### config.mk
export PLATFORM = sky130hd
export DESIGN_NAME = bip_debug_unit
export DESIGN_NICKNAME = d
export VERILOG_FILES = /design/src/rtl/bip_debug_unit.sv
export SDC_FILE = /design/constraint.sdc
export NUM_CORES = 1
export LEC_CHECK = 0
export BUFFER_PORTS_ARGS = -buffer_cell sky130_fd_sc_hd__buf_4
export CORE_ASPECT_RATIO = 1.1
export CORE_MARGIN = 3
export CORE_UTILIZATION = 48
export DETAILED_ROUTE_END_ITERATION = 10
export GPL_TIMING_DRIVEN = 0
export PLACE_DENSITY_LB_ADDON = 0.15
export SETUP_SLACK_MARGIN = 0.02
export SLEW_MARGIN = 10
export SYNTH_ARGS = -nofsm -noshare
export SYNTH_HDL_FRONTEND = slang
export SYNTH_SLANG_ARGS = --single-unit
### constraint.sdc
create_clock -name clk -period 1.6 [get_ports clk]
set_clock_uncertainty 0.1 [all_clocks]
set_input_delay 0.08 -clock clk [delete_from_list [all_inputs] [get_ports clk]]
set_output_delay 0.08 -clock clk [all_outputs]
set_load 0.005 [all_outputs]
### src/rtl/bip_debug_unit.sv
// UART-driven run/step/dump debug controller for the BIP processor.
// Define BIP_DBG_CYCLE_CNT_EN to add a saturating cycle counter to the dump frame.
module bip_debug_unit #(
  parameter int AB = 11,
  parameter int DB = 16
) (
  input  logic          clk,
  input  logic          reset,
  input  logic [7:0]    rx_data,
  input  logic          rx_done,
  output logic [7:0]    tx_data,
  output logic          tx_start,
  input  logic          tx_done,
  input  logic          cpu_halt,
  input  logic [AB-1:0] cpu_pc,
  input  logic [DB-1:0] cpu_acc,
  output logic          cpu_en,
  output logic          cpu_clear,
  output logic          busy
);

  typedef enum logic [2:0] {
    IDLE,
    RUN,
    STEP,
    DUMP_LOAD,
    DUMP_SEND,
    DUMP_WAIT
  } state_e;

  localparam logic [7:0] CMD_R = 8'h72;
  localparam logic [7:0] CMD_S = 8'h73;
  localparam logic [7:0] CMD_D = 8'h64;
  localparam logic [7:0] CMD_C = 8'h63;
  localparam logic [7:0] CMD_H = 8'h68;

`ifdef BIP_DBG_CYCLE_CNT_EN
  localparam int NB = 6;
`else
  localparam int NB = 4;
`endif
  localparam int FW = 8 * NB;
  localparam logic [2:0] LAST = 3'(NB - 1);

  state_e        state_q;
  logic [FW-1:0] frame_q;
  logic [2:0]    left_q;
  logic [7:0]    tx_data_q;
  logic          tx_start_q;
  logic          cpu_en_q;
  logic          cpu_clear_q;
  logic          busy_q;
  logic [15:0]   pc_ext;
  logic [FW-1:0] snap;

  assign pc_ext = 16'(cpu_pc);

`ifdef BIP_DBG_CYCLE_CNT_EN
  logic [15:0] cnt_q, cnt_d;
  logic        cnt_clr;

  assign cnt_clr = (state_q == IDLE) && rx_done && (rx_data == CMD_C);

  always_comb begin
    cnt_d = cnt_q;
    if (cnt_clr)
      cnt_d = '0;
    else if (cpu_en_q && !cpu_halt && (cnt_q != 16'hFFFF))
      cnt_d = cnt_q + 16'd1;
  end

  always_ff @(posedge clk) begin
    if (reset) cnt_q <= '0;
    else       cnt_q <= cnt_d;
  end

  assign snap = {pc_ext, cpu_acc, cnt_q};
`else
  assign snap = {pc_ext, cpu_acc};
`endif

  // Outputs are registered alongside each transition so they track the state.
  always_ff @(posedge clk) begin
    if (reset) begin
      state_q     <= IDLE;
      frame_q     <= '0;
      left_q      <= '0;
      tx_data_q   <= 8'h00;
      tx_start_q  <= 1'b0;
      cpu_en_q    <= 1'b0;
      cpu_clear_q <= 1'b0;
      busy_q      <= 1'b0;
    end else begin
      tx_start_q  <= 1'b0;
      cpu_clear_q <= 1'b0;
      unique case (state_q)
        IDLE: begin
          if (rx_done) begin
            unique case (1'b1)
              rx_data == CMD_R: begin
                state_q  <= cpu_halt ? DUMP_LOAD : RUN;
                cpu_en_q <= !cpu_halt;
                busy_q   <= 1'b1;
              end
              rx_data == CMD_S: begin
                state_q  <= STEP;
                cpu_en_q <= 1'b1;
                busy_q   <= 1'b1;
              end
              rx_data == CMD_D: begin
                state_q <= DUMP_LOAD;
                busy_q  <= 1'b1;
              end
              rx_data == CMD_C: cpu_clear_q <= 1'b1;
              default: ;
            endcase
          end
        end
        RUN: begin
          if (cpu_halt || (rx_done && rx_data == CMD_H)) begin
            state_q  <= DUMP_LOAD;
            cpu_en_q <= 1'b0;
          end
        end
        STEP: begin
          state_q  <= DUMP_LOAD;
          cpu_en_q <= 1'b0;
        end
        DUMP_LOAD: begin
          frame_q <= snap;
          left_q  <= LAST;
          state_q <= DUMP_SEND;
        end
        DUMP_SEND: begin
          tx_data_q  <= frame_q[FW-1 -: 8];
          tx_start_q <= 1'b1;
          frame_q    <= {frame_q[FW-9:0], 8'h00};
          state_q    <= DUMP_WAIT;
        end
        DUMP_WAIT: begin
          if (tx_done) begin
            if (left_q == 3'd0) begin
              state_q <= IDLE;
              busy_q  <= 1'b0;
            end else begin
              left_q  <= left_q - 3'd1;
              state_q <= DUMP_SEND;
            end
          end
        end
        default: begin
          state_q  <= IDLE;
          cpu_en_q <= 1'b0;
          busy_q   <= 1'b0;
        end
      endcase
    end
  end

  assign tx_data   = tx_data_q;
  assign tx_start  = tx_start_q;
  assign cpu_en    = cpu_en_q;
  assign cpu_clear = cpu_clear_q;
  assign busy      = busy_q;

endmodule

### After elaboration in Yosys (flattened, before gate mapping)

Cells that the tools add are included.

* equality and inequality tests: 18
* add/subtract/negate cells: 1
* bitwise logic cells: 4
* reductions and logical operators: 15
* multipliers: 0
* div/mod/pow operators: 0
* shift-type cells: 0
* mux-type cells: 22
* order comparisons: 0

Operators with widths (number)
* 32-bit one-hot mux with 2 select lines: 1
* 8-bit by 7-bit equality test with 1-bit output, second input constant: 5
* 3-bit two-way mux: 6
* 3-bit one-hot mux with 6 select lines: 1
* 2-bit inequality test, second input constant: 6
* 3-bit one-hot mux with 3 select lines: 1
* 3-bit OR reduction: 3
* 1-bit two-way mux: 8
* 4-bit AND reduction: 2
* 3-bit by 2-bit equality test with 1-bit output, second input constant: 2
* 3-bit equality test, second input constant: 2
* 3-bit logical NOT: 2
* 1-bit one-hot mux with 3 select lines: 2
* 3-bit one-hot mux with 2 select lines: 1
* 5-bit AND reduction: 1
* 4-bit inequality test, second input constant: 1
* 1-bit NOT: 4
* 2-bit nonzero test: 2
* 4-bit OR reduction: 1
* 3-bit by 1-bit equality test with 1-bit output, second input constant: 1
* 3-bit inequality test, second input constant: 1
* 3-bit AND reduction: 1
* 3-bit by 1-bit subtractor with 3-bit output, second input constant: 1
* 2-bit two-way mux: 1
* 4 further kinds: 4

* logic and storage cells: 68
* RAM bits: 0
* input bits: 40
* memories kept: 0
* output and inout bits: 12
* bits in latches: 0
* ROM bits: 0
* register bits after elaboration: 50

### Longest topological paths before layout

* depth after elaboration: 5
* mapped depth: 7
* mapped depth without buffers: 7

### Least setup slack after synthesis

Ideal clock, no wire load.

* kind: flip-flop to flip-flop
* from: reg left_q[0]
* to: reg left_q[2]
* data required time: 1.384 ns
* period minus slack after synthesis: 1.546 ns
* stages on the path, launching flop included: 8
* buffers on the path: 0
* arrival: 1.330 ns
* library setup time: 0.116 ns
* setup slack: 0.054 ns
* path through: dfxtp_1 > inv_1 > ha_1 > nor2b_1 > nand3b_1 > a21boi_2 > a21oi_1 > a31o_2

* word-level cells in the longest chain between the ends: 4
* elaborated cells on any way between the ends: 7
* classes of those cells: 1 x add/sub; 1 x eq/ne; 3 x mux; 2 x reduce/logical

Ends and longest elaborated chain
* from (decl): line 47 `logic [2:0] left_q;`
* from (signal assigned): line 146 `left_q <= left_q - 3'd1;`
* 3-bit by 1-bit subtractor with 3-bit output: line 146
* 3-bit two-way mux: line 142 `if (left_q == 3'd0) begin`
* 3-bit two-way mux: line 141 `if (tx_done) begin`
* 3-bit one-hot mux with 2 select lines: line 96 `unique case (state_q)`

Several ways; a longest one is shown, not always the timed one. The select of a mux whose other input is x is not followed.
A chain may end at the register's enable or synchronous reset.

### Final worst setup path

* from: reg left_q[0]
* to: reg left_q[1]

The elaborated chain is that of the path after synthesis.

==> flow_summary.yaml <==
status:
  status: "finished, final reports clean"
setup_path:
  path_delay_family: "simple AND/OR/NAND/NOR gates"
  crit_buf_inv: 1
  critPathMaxFanout: 5
  path_class: "reg2reg"
  rr_startpoint: "left_q[0]"
  ff2ff_path_depth: 7
  r2r_slack_ns: 0.02
  cp-start-kind: "flip-flop"
  cp_slowest_stage_delay_ns: 0.35
  critical_path_arrival_ns: 1.65
  worstPathCellList: "inv_2 -> ha_2 -> nor2b_4 -> nand3b_1 -> a21boi_4 -> and4_1 -> nor3_2"
  r2r-end: "left_q[1]"
  worst_path_max_delay_cell: "dfxtp_2"
  cp-end-kind: "flip-flop"
  required_ns: 1.67
global_routing:
  antenna_found_initial: 0
  grt_use_total_pct: 21.8
  grt.overflow.total: 0
  grt_pass1_vias: 2079
  grt_max_degree: 20
  grt_pass1_wl_um: 9760
timing:
  fmaxAchievable_mhz: 631
  rsz0062_at_grt: "yes"
  min_period_ns: 1.58
  fin_ws_ns: 0.0161
  tns_ns: 0
  relSlewSlack_pct: 58.0
  finalSetupViolCount: 0
  drv_slew: 0
  worst-slew-pin-transition_ns: 0.630
  finalCritPeriodShare_pct: 99.0
  hold_violations: 0
pwr:
  p_leak_nw: 1.28
  fin_total_pwr_mw: 2.36
  power_density_nw_per_um2: 722
  vdd_drop_max_v: 0.000551
routing:
  ant_nets: 0
  drt_iter0_markers: 153
  wl_um: 5920
  route.vias.total: 2215
  drcViolationCount: 0
  avgViaCountPerCell: 5.36
  wl_per_cell_um: 14.3
  first_pass_iters: 5
yosys:
  syn_inst: 264
  syn_area_per_cell_sq_um: 8.62
  syn_nets: 306
  ys_ff_latch: 50
  synth_warnings: 0
  netlist_area_sq_um: 2270
  synth.yosys.seq_area_share_pct: 44.0
  synth.distinct_cells: 44
finish:
  final_cell_mix: "buf_4 (60), nand2_1 (57), dfxtp_1 (46)"
  final_nets: 400
  final_cell_area_sq_um: 3270
  final_common_cell: "buf_4"
  diodes: 0
  syn2layout_area_growth_pct: 43.9
  n_fill_cell: 355
  drive_above_1_share_pct: 30.6
floorplanning:
  die_w_um: 71.6
  coreArea_sq_um: 4440
  start_util_pct: 51.2
  ios: 52
  rows: 25
  die_area_sq_um: 5600
  chipHeight_um: 78.2
placement:
  gp_congestion: 0.818
  dp_hpwl_um: 3930
  portBuffers: 51
  pre_cts_ws_ns: -0.0799
  placed_area_sq_um: 2730
hold_path:
  whs_endpoint: "cpu_en"
  hp-start: "cpu_halt"
  hold_depth: 3
  hp-class: "in2reg"
clock_tree:
  cts_buffers: 5
  htree_levels: 2
  clock-sinks: 50
  clockRootBuffer: "clkbuf_8"
  clock_path_buffers: 2
  clk_latency_ns: 0.31
  cts_tree: "done"
  clk_pin_slew_worst_paths_ns: 0.09
job:
  drv_cap: 0
## Yosys cell counts
master / instances / area [sq um]
inv_1: 3 / 11.3
a311oi_2: 10 / 150
nor2b_2: 1 / 8.76
a41oi_1: 1 / 8.76
nand3_1: 2 / 10.0
a311oi_1: 9 / 78.8
a31oi_1: 2 / 12.5
buf_2: 6 / 30.0
nor3_4: 1 / 16.3
a22oi_1: 11 / 82.6
nand2b_1: 3 / 18.8
nor2b_4: 1 / 13.8
and3b_1: 1 / 8.76
nor2_1: 35 / 131
a21oi_1: 15 / 75.1
and4_1: 1 / 8.76
or2_2: 1 / 6.26
nor4bb_1: 1 / 10.0
nor3_1: 6 / 30.0
dfxtp_1: 50 / 1000
a211oi_1: 1 / 7.51
clkbuf_1: 9 / 33.8
a31o_1: 1 / 8.76
buf_6: 2 / 22.5
and4bb_2: 1 / 12.5
and4b_1: 1 / 10.0
nor4_1: 1 / 6.26
and2_4: 1 / 8.76
nand3b_1: 2 / 15.0
a41o_1: 1 / 10.0
ha_1: 2 / 25.0
or3_1: 2 / 12.5
o21a_1: 3 / 22.5
a21boi_2: 1 / 11.3
nor2b_1: 2 / 12.5
a31o_2: 1 / 8.76
nand2_1: 57 / 214
mux2i_1: 3 / 30.0
o21ai_0: 4 / 20.0
o211ai_1: 1 / 7.51
buf_4: 3 / 22.5
nor4b_1: 3 / 26.3
nand4_1: 1 / 6.26
nor3b_1: 1 / 7.51
## power breakdown
| part | switching [mW] | internal [mW] | leakage (nW) |
|---|---|---|---|
| registers | 0.000948 | 1.24 | 0.405 |
| logic | 0.0717 | 0.127 | 0.815 |
| clock network | 0.447 | 0.474 | 0.0587 |
## final cells by class
class	count	area (sq um)	share of cell area [%]
plain buffers	19	128	3.90
clock buffers	5	68.8	2.10
clock inverters	3	47.5	1.45
inverters	3	11.3	0.344
multi-input cells	191	1200	36.8
flip-flops and latches	50	1010	30.8
well taps	54	67.6	2.06
repair buffers	88	738	22.5
## worst max path at each step
stage | end | slack (ns) | startpoint | cells past startpoint
2_1_floorplan | left_q[2] | 0.05 | left_q[0] | 7
3_5_place_dp | frame_q[22] | -0.08 | state_q[2] | 6
3_3_place_gp | left_q[2] | -0.05 | state_q[0] | 4
6_report | left_q[1] | 0.02 | left_q[0] | 7
4_1_cts | left_q[2] | 0.01 | left_q[0] | 7
5_1_grt | left_q[1] | -0.06 | left_q[0] | 7
## cells by family (layout without fill, tap and decap cells)
family / after synthesis / in the layout / synth area share, %
adders and majority gates: 2 / 2 / 1.10
muxes: 3 / 3 / 1.32
and+or+nand+nor: 125 / 125 / 26.1
AOI/OAI and AO/OA: 61 / 61 / 22.2
DFF: 50 / 50 / 44.0
buffers and inverters: 23 / 118 / 5.28
## registers in the layout, indices dropped and copies added (netlist names)
signal	count
frame_q	32
left_q	3
busy	1
cpu_clear	1
tx_data	8
state_q	3
cpu_en	1
tx_start	1
## per-layer routing
layer	global-route usage (%)	share of wire [%]	up-vias
met5	0	0	-
met4	5.64	0.96	0
met3	5.25	5.3	6
met2	34.8	48	59
met1	29.5	46	1028
li1	-	-	1122
## through the flow
stage	std cells	hold WS (ns)	utilization, %
final	413	0.0817	73.7
after global routing	413	0.0860	73.7
after CTS	411	0.0704	72.4
after detailed placement	369	0.236	61.4
after global placement	369	0.225	61.4
after floorplan	264	0.113	-
## repair_timing
item	CTS	global route
pin swaps	3	3
hold buffers	31	0
hold endpoints to repair	30	0
setup buffers	4	2
resized for setup	18	10
endpoints found under the setup margin	37	21
## tightest hold or removal path, delay by kind of cell
family / cells / cell delay [ns]
buffers and inverters: 1 / 0.09
AOI/OAI and AO/OA: 2 / 0.27
Power figures use the tool's default switching activity.
